--- config.mk ---
export PLATFORM = sky130hd
export DESIGN_NAME = vd_ctrl
export DESIGN_NICKNAME = d
export VERILOG_FILES = /design/src/rtl/vd_ctrl.sv
export SDC_FILE = /design/constraint.sdc
export NUM_CORES = 1
export LEC_CHECK = 0
export CORE_MARGIN = 2
export CORE_UTILIZATION = 53
export CTS_CLUSTER_DIAMETER = 30
export DETAILED_ROUTE_END_ITERATION = 10
export GPL_ROUTABILITY_DRIVEN = 1
export PLACE_DENSITY = 0.83
export SLEW_MARGIN = 10
export SYNTH_ARGS = -nofsm -noshare
export SYNTH_HDL_FRONTEND = slang
export SYNTH_SLANG_ARGS = --single-unit
--- constraint.sdc ---
create_clock -name clk -period 3.3 [get_ports clk]
set_input_delay 0.66 -clock clk [delete_from_list [all_inputs] [get_ports clk]]
set_output_delay 0.66 -clock clk [all_outputs]
set_load 0.05 [all_outputs]
--- src/rtl/vd_ctrl.sv ---
// Viterbi decoder frame controller: sequences path-metric init, ACS symbol intake,
// windowed traceback launches and the frame-final flush traceback.
//   state  | meaning
//   IDLE   | waiting for frame_start_i
//   INIT   | pulse pm_init_o, clear write address and window count
//   RUN    | accepting symbols into survivor memory
//   TB_REQ | window full; launch traceback once the TBU is free
//   FLUSH  | last symbol seen; launch the final traceback once the TBU is free
//   DRAIN  | waiting for the final traceback to complete
//   DONE   | one-cycle frame_done_o pulse
module vd_ctrl #(
    parameter int TBL = 15,
    parameter int AW  = 5,
    parameter int CW  = 5
) (
    input  logic          clk,
    input  logic          rst_n,
    input  logic          frame_start_i,
    input  logic          sym_valid_i,
    input  logic          sym_last_i,
    output logic          sym_ready_o,
    output logic          pm_init_o,
    output logic          acs_en_o,
    output logic [AW-1:0] wr_addr_o,
    output logic          tb_start_o,
    output logic          tb_flush_o,
    output logic [AW-1:0] tb_addr_o,
    output logic [CW-1:0] tb_len_o,
    input  logic          tbu_busy_i,
    input  logic          tbu_done_i,
    output logic          frame_done_o
);

    typedef enum logic [2:0] {
        S_IDLE,
        S_INIT,
        S_RUN,
        S_TB_REQ,
        S_FLUSH,
        S_DRAIN,
        S_DONE
    } state_t;

    localparam logic [AW-1:0] WR_LAST = AW'(2 * TBL - 1);
    localparam logic [CW-1:0] TBL_C   = CW'(TBL);

    state_t        state_q, state_d;
    logic [AW-1:0] wr_addr_q, wr_addr_d;
    logic [CW-1:0] cnt_q, cnt_d;
    logic [AW-1:0] tb_addr_q, tb_addr_d;
    logic [CW-1:0] tb_len_q, tb_len_d;
    logic [CW-1:0] cnt_inc;
    logic [AW-1:0] wr_addr_inc;

    assign cnt_inc     = cnt_q + 1'b1;
    assign wr_addr_inc = (wr_addr_q == WR_LAST) ? '0 : wr_addr_q + 1'b1;

    always_ff @(posedge clk or negedge rst_n) begin
        if (!rst_n) begin
            state_q   <= S_IDLE;
            wr_addr_q <= '0;
            cnt_q     <= '0;
            tb_addr_q <= '0;
            tb_len_q  <= '0;
        end else begin
            state_q   <= state_d;
            wr_addr_q <= wr_addr_d;
            cnt_q     <= cnt_d;
            tb_addr_q <= tb_addr_d;
            tb_len_q  <= tb_len_d;
        end
    end

    always_comb begin
        state_d      = state_q;
        wr_addr_d    = wr_addr_q;
        cnt_d        = cnt_q;
        tb_addr_d    = tb_addr_q;
        tb_len_d     = tb_len_q;
        sym_ready_o  = 1'b0;
        pm_init_o    = 1'b0;
        acs_en_o     = 1'b0;
        tb_start_o   = 1'b0;
        tb_flush_o   = 1'b0;
        frame_done_o = 1'b0;
        case (state_q)
            S_IDLE: begin
                if (frame_start_i) state_d = S_INIT;
            end
            S_INIT: begin
                pm_init_o = 1'b1;
                wr_addr_d = '0;
                cnt_d     = '0;
                state_d   = S_RUN;
            end
            S_RUN: begin
                sym_ready_o = 1'b1;
                acs_en_o    = sym_valid_i && sym_ready_o;
                if (acs_en_o) begin
                    wr_addr_d = wr_addr_inc;
                    cnt_d     = cnt_inc;
                    tb_addr_d = wr_addr_q;
                    tb_len_d  = cnt_inc;
                    // A last symbol that also fills the window goes straight to the flush.
                    if (sym_last_i)            state_d = S_FLUSH;
                    else if (cnt_inc == TBL_C) state_d = S_TB_REQ;
                end
            end
            S_TB_REQ: begin
                if (!tbu_busy_i) begin
                    tb_start_o = 1'b1;
                    cnt_d      = '0;
                    state_d    = S_RUN;
                end
            end
            S_FLUSH: begin
                if (!tbu_busy_i) begin
                    tb_start_o = 1'b1;
                    tb_flush_o = 1'b1;
                    cnt_d      = '0;
                    state_d    = S_DRAIN;
                end
            end
            S_DRAIN: begin
                if (tbu_done_i) state_d = S_DONE;
            end
            S_DONE: begin
                frame_done_o = 1'b1;
                state_d      = S_IDLE;
            end
            default: state_d = S_IDLE;
        endcase
    end

    assign wr_addr_o = wr_addr_q;
    assign tb_addr_o = tb_addr_q;
    assign tb_len_o  = tb_len_q;

endmodule

Word-level counts from Yosys, hierarchy flattened
Cells that the tools add are included. W data, S select, Z words.

Bits in registers: 23. Input port bits: 7. Output and inout port bits: 21. Logic and storage cells: 51.

Add/sub/neg operators: 2. Equal/unequal tests: 15. Multiplexer cells: 21. Reduce and logical (&&, ||, !) cells: 8.

Operator list (number): $mux W3 (7); $mux W5 (4); $pmux W3 S6 (1); $pmux W5 S3 (1); $ne A2 B2 Y1 const B (6); $add A5 B1 Y5 const B (2); $pmux W5 S2 (1); $eq A3 B3 Y1 const B (3); $mux W1 (7); $eq A3 B2 Y1 const B (2); $reduce_and A6 Y1 (1); $eq A5 B4 Y1 const B (1); $eq A5 B5 Y1 const B (1); $reduce_and A2 Y1 (2); $eq A3 B1 Y1 const B (1); $logic_not A3 Y1 (1); $ne A3 B3 Y1 const B (1); $reduce_and A3 Y1 (1); $reduce_bool A3 Y1 (1); $reduce_bool A2 Y1 (1); $reduce_or A2 Y1 (1).

Logic depth before layout (Yosys ltp)
Gate-level depths: netlist (run 1).

Depth after elaboration: 6. Depth in mapped cells: 5.

Least setup slack after synthesis (run 1)
Ideal clock, no wire load.

Kind: register -> output. From: register state_q[1]. To: output frame_done_o. Data arrival time: 1794 ps. Setup slack: 846 ps. Stages on the path, launching flop included: 3. Buffers on the path: 1. Cell sequence: dfrtp_1 -> buf_2 -> nor3b_1.

Cells in the longest elaborated chain, start to end: 2.

Ends and longest elaborated chain: from (decl) (line 47) `state_t state_q, state_d;`; from (signal assigned) (line 66) `state_q <= state_d;`; $eq A3 B3 Y1 (line 86) `case (state_q)`; $mux W1 (line 86); to (decl) (line 31) `output logic frame_done_o`.

No other way between the ends.

Worst setup path after layout (run 1)
From: register state_q[0]. To: output pm_init_o.

Cells in the longest elaborated chain, start to end: 2.

Ends and longest elaborated chain: $eq A3 B1 Y1 (line 86); $mux W1 (line 86); to (decl) (line 22) `output logic pm_init_o,`.

No other way between the ends.

==> results of run 1 <==
## critical path, cell delays in order (launching register included)
cell and delay [ns]:
dfrtp_1 0.66, or3b_1 0.48, inv_1 0.11, clkdlybuf4s50_1 0.80
## placed cells by master (no fill, tap or decap), types with 4 or more instances in the layout
master	instances
nor2_1	4
dfrtp_1	23
nand2_1	18
ha_1	4
inv_1	6
nand3_1	5
o21ai_1	7
clkdlybuf4s50_1	25
## path summary, 6_finish.rpt
path | start | end | slack, ns
setup / recovery | state_q[0]$_DFFE_PN0P_ | pm_init_o | 0.28
hold / removal | tb_addr_o[2]$_DFFE_PN0P_ | tb_addr_o[2]$_DFFE_PN0P_ | 0.49
setup reg to reg | state_q[0]$_DFFE_PN0P_ | wr_addr_o[4]$_DFFE_PN0P_ | 1.61
hold reg to reg | tb_addr_o[2]$_DFFE_PN0P_ | tb_addr_o[2]$_DFFE_PN0P_ | 0.49
max in group asynchronous | rst_n | tb_len_o[0]$_DFFE_PN0P_ | 2.38
min in group asynchronous | rst_n | tb_len_o[2]$_DFFE_PN0P_ | 0.69
## metrics by stage
stage	std cells	hold slack, ns
after CTS	177	0.495
after global routing	177	0.522
final	177	0.491
after floorplan	122	0.364
after global placement	173	0.459
after detailed placement	173	0.465
## power by group through the flow
stage	clock network, mW	logic [mW]	registers, mW
6_report	0.128	0.751	0.479
5_1_grt	0.144	0.813	0.496
3_3_place_gp	0	0.743	0.478
4_1_cts	0.135	0.759	0.479
3_5_place_dp	0	0.757	0.484
2_1_floorplan	0	0.438	0.587
## layout make-up
class,instances,area (um2),area share (%)
clock buffer,3,22.5,1.42
clock inverter,1,5.00,0.316
multi-input combinational,86,621,39.2
sequential,23,576,36.4
timing repair buffer,29,293,18.5
inverter,7,31.3,1.98
tap,28,35.0,2.21
## layer usage
metal  vias to the layer above  global-route usage, %  part of all wire (%)
li1                        499                      -                     -
met1                       480                   26.6                    44
met2                        25                   34.2                    50
met3                         2                   3.71                   4.8
met4                         0                   9.83                  0.65
met5                         -                      0                     0
## flip-flops by register name, indices dropped and copies added (netlist names)
name / cells
wr_addr_o: 5
tb_addr_o: 5
state_q: 3
cnt_q: 5
tb_len_o: 5
## cells by family (layout without fill, tap and decap cells)
logic type      count (synthesis)  count (layout)  synth area share (%)
simple gates                   48              48                  23.6
fa+ha+maj                       4               4                  3.96
xor+xnor                        3               3                  2.08
mux                             3               3                  2.77
buf+inv                        13              40                  5.25
flops                          23              23                  45.6
compound gates                 28              28                  16.8
==> flow_summary_export.csv, run 1 <==
group,metric,value,unit
yosys,synth_common_cells,"dfrtp_1, nand2_1, o21ai_1, inv_1, nand3_1",
sta,hold_viol,0,
grt,grt_use_total,20.9,%
yosys,ys_seq_elements,23,
grt,grt_pass1_wl,4220,um
floorplan,dieWidth,52.8,um
sta,fmax,0.331,GHz
critical_path,setup.worst_path.start_class,"flop",
layout,antenna_cells,0,
place,place_ws,0.568,ns
sta,fin_crit_sh,91.6,%
grt,first_global_vias,932,
yosys,synth_area_per_cell,10.3,um2
floorplan,io_pins,28,
place,post-dp-hpwl,1810,um
clock_tree,cts_buffer_depth,2,
sta,rsz0062_at_grt,"false",
routing,vias,1006,
floorplan,row_count,17,
clock_tree,cts_tree,"done",
pwr,p_clk_share,9.4,%
pwr,comb_power_share,55.3,%
clock_tree,clock_latency,0.31,ns
sta,period_minus_slack,3.02,ns
sta,maxSlewHeadroom,66.7,%
floorplan,dieArea,2790,um2
routing,first_pass_iters,4,
layout,n_fill_cell,188,
yosys,netlist.area_leader.share,45.6,%
run_status,outcome,"finished clean",
sta,slew_viol_final,0,
layout,final_util,70.9,%
sta,finalSetupTns,0,ns
layout,drive_gt1_share,10.1,%
yosys,synth_top_area_cell,"dfrtp_1",
pwr,vdd_drop_max,591,uV
yosys,synthCells,122,
yosys,ys.flop_type,"dfrtp_1",
routing,drc,0,
pwr,power.total,1.36,mW
yosys,ys_warn_count,0,
critical_path,rr_worst_depth,4,
yosys,syn_nets,133,
pwr,p_seq_share,35.3,%
yosys,syn_area,1260,um2
sta,worst_slack,0.277,ns
critical_path,cp.required,2.64,ns
yosys,synthArstFlopShare,100,%
job,drv_cap,0,
pwr,p_sw_share,49.1,%
critical_path,cp.arrival,2.36,ns
floorplan,start_util,56.5,%
place,postPlaceCellArea,1560,um2
routing,totalWireLength,2450,um
critical_path,worstPathMaxFanout,13,
clock_tree,postCtsSetupBuffers,0,
yosys,synth_edf_count,0,
routing,wire_per_inst,13.9,um
pwr,power_density,858,nW/um2
pwr,p_int,0.691,mW
place,gp_congestion,0.839,
clock_tree,cts_buffers,3,
clock_tree,ctsRootBufferMaster,"clkbuf_4",
critical_path,endpoint_kind,"output pin",
routing,post_drt_via_cell_ratio,5.68,
floorplan,core,2230,um2
sta,worstMarginPinSlew,0.497,ns
grt,grt_overflow,0,
place,numPortBuffers,27,
clock_tree,clk_pin_slew,0.13,ns
yosys,yosysUniqueCellTypes,41,
sta,setup_viol,0,
pwr,p_sw,0.667,mW
yosys,yosysMostFrequentCell,"dfrtp_1",
pwr,p_leak,0.693,nW
floorplan,die_y,52.8,um
sta,fin_skew,0.0100,ns
hold_path,holdPathStages,2,
layout,stdcell_area,1580,um2
layout,nets,161,
yosys,synth.yosys.seq_area_share,45.6,%
clock_tree,postCtsHoldBufs,0,
grt,grt_max_degree,25,
clock_tree,cts_resized,0,
clock_tree,cts_sinks,23,
routing,ant_nets,0,
hold_path,hold_path_class,"reg2reg",
yosys,synth_area_leaders,"dfrtp_1, nand2_1, ha_1",
clock_tree,h-tree-depth,1,
routing,drt_iter0_drc,14,
grt,antenna_found_initial,0,
layout,area_delta_synth_final,25.4,%
critical_path,crit_type,"reg2out",
Power figures use the tool's default switching activity.
==> run 2, diff against run 1 <==
Settings changed: TNS_END_PERCENT set to 20.
==> results of run 2 <==
Same layout as run 1: the final DEF is identical, and so are final timing and power.
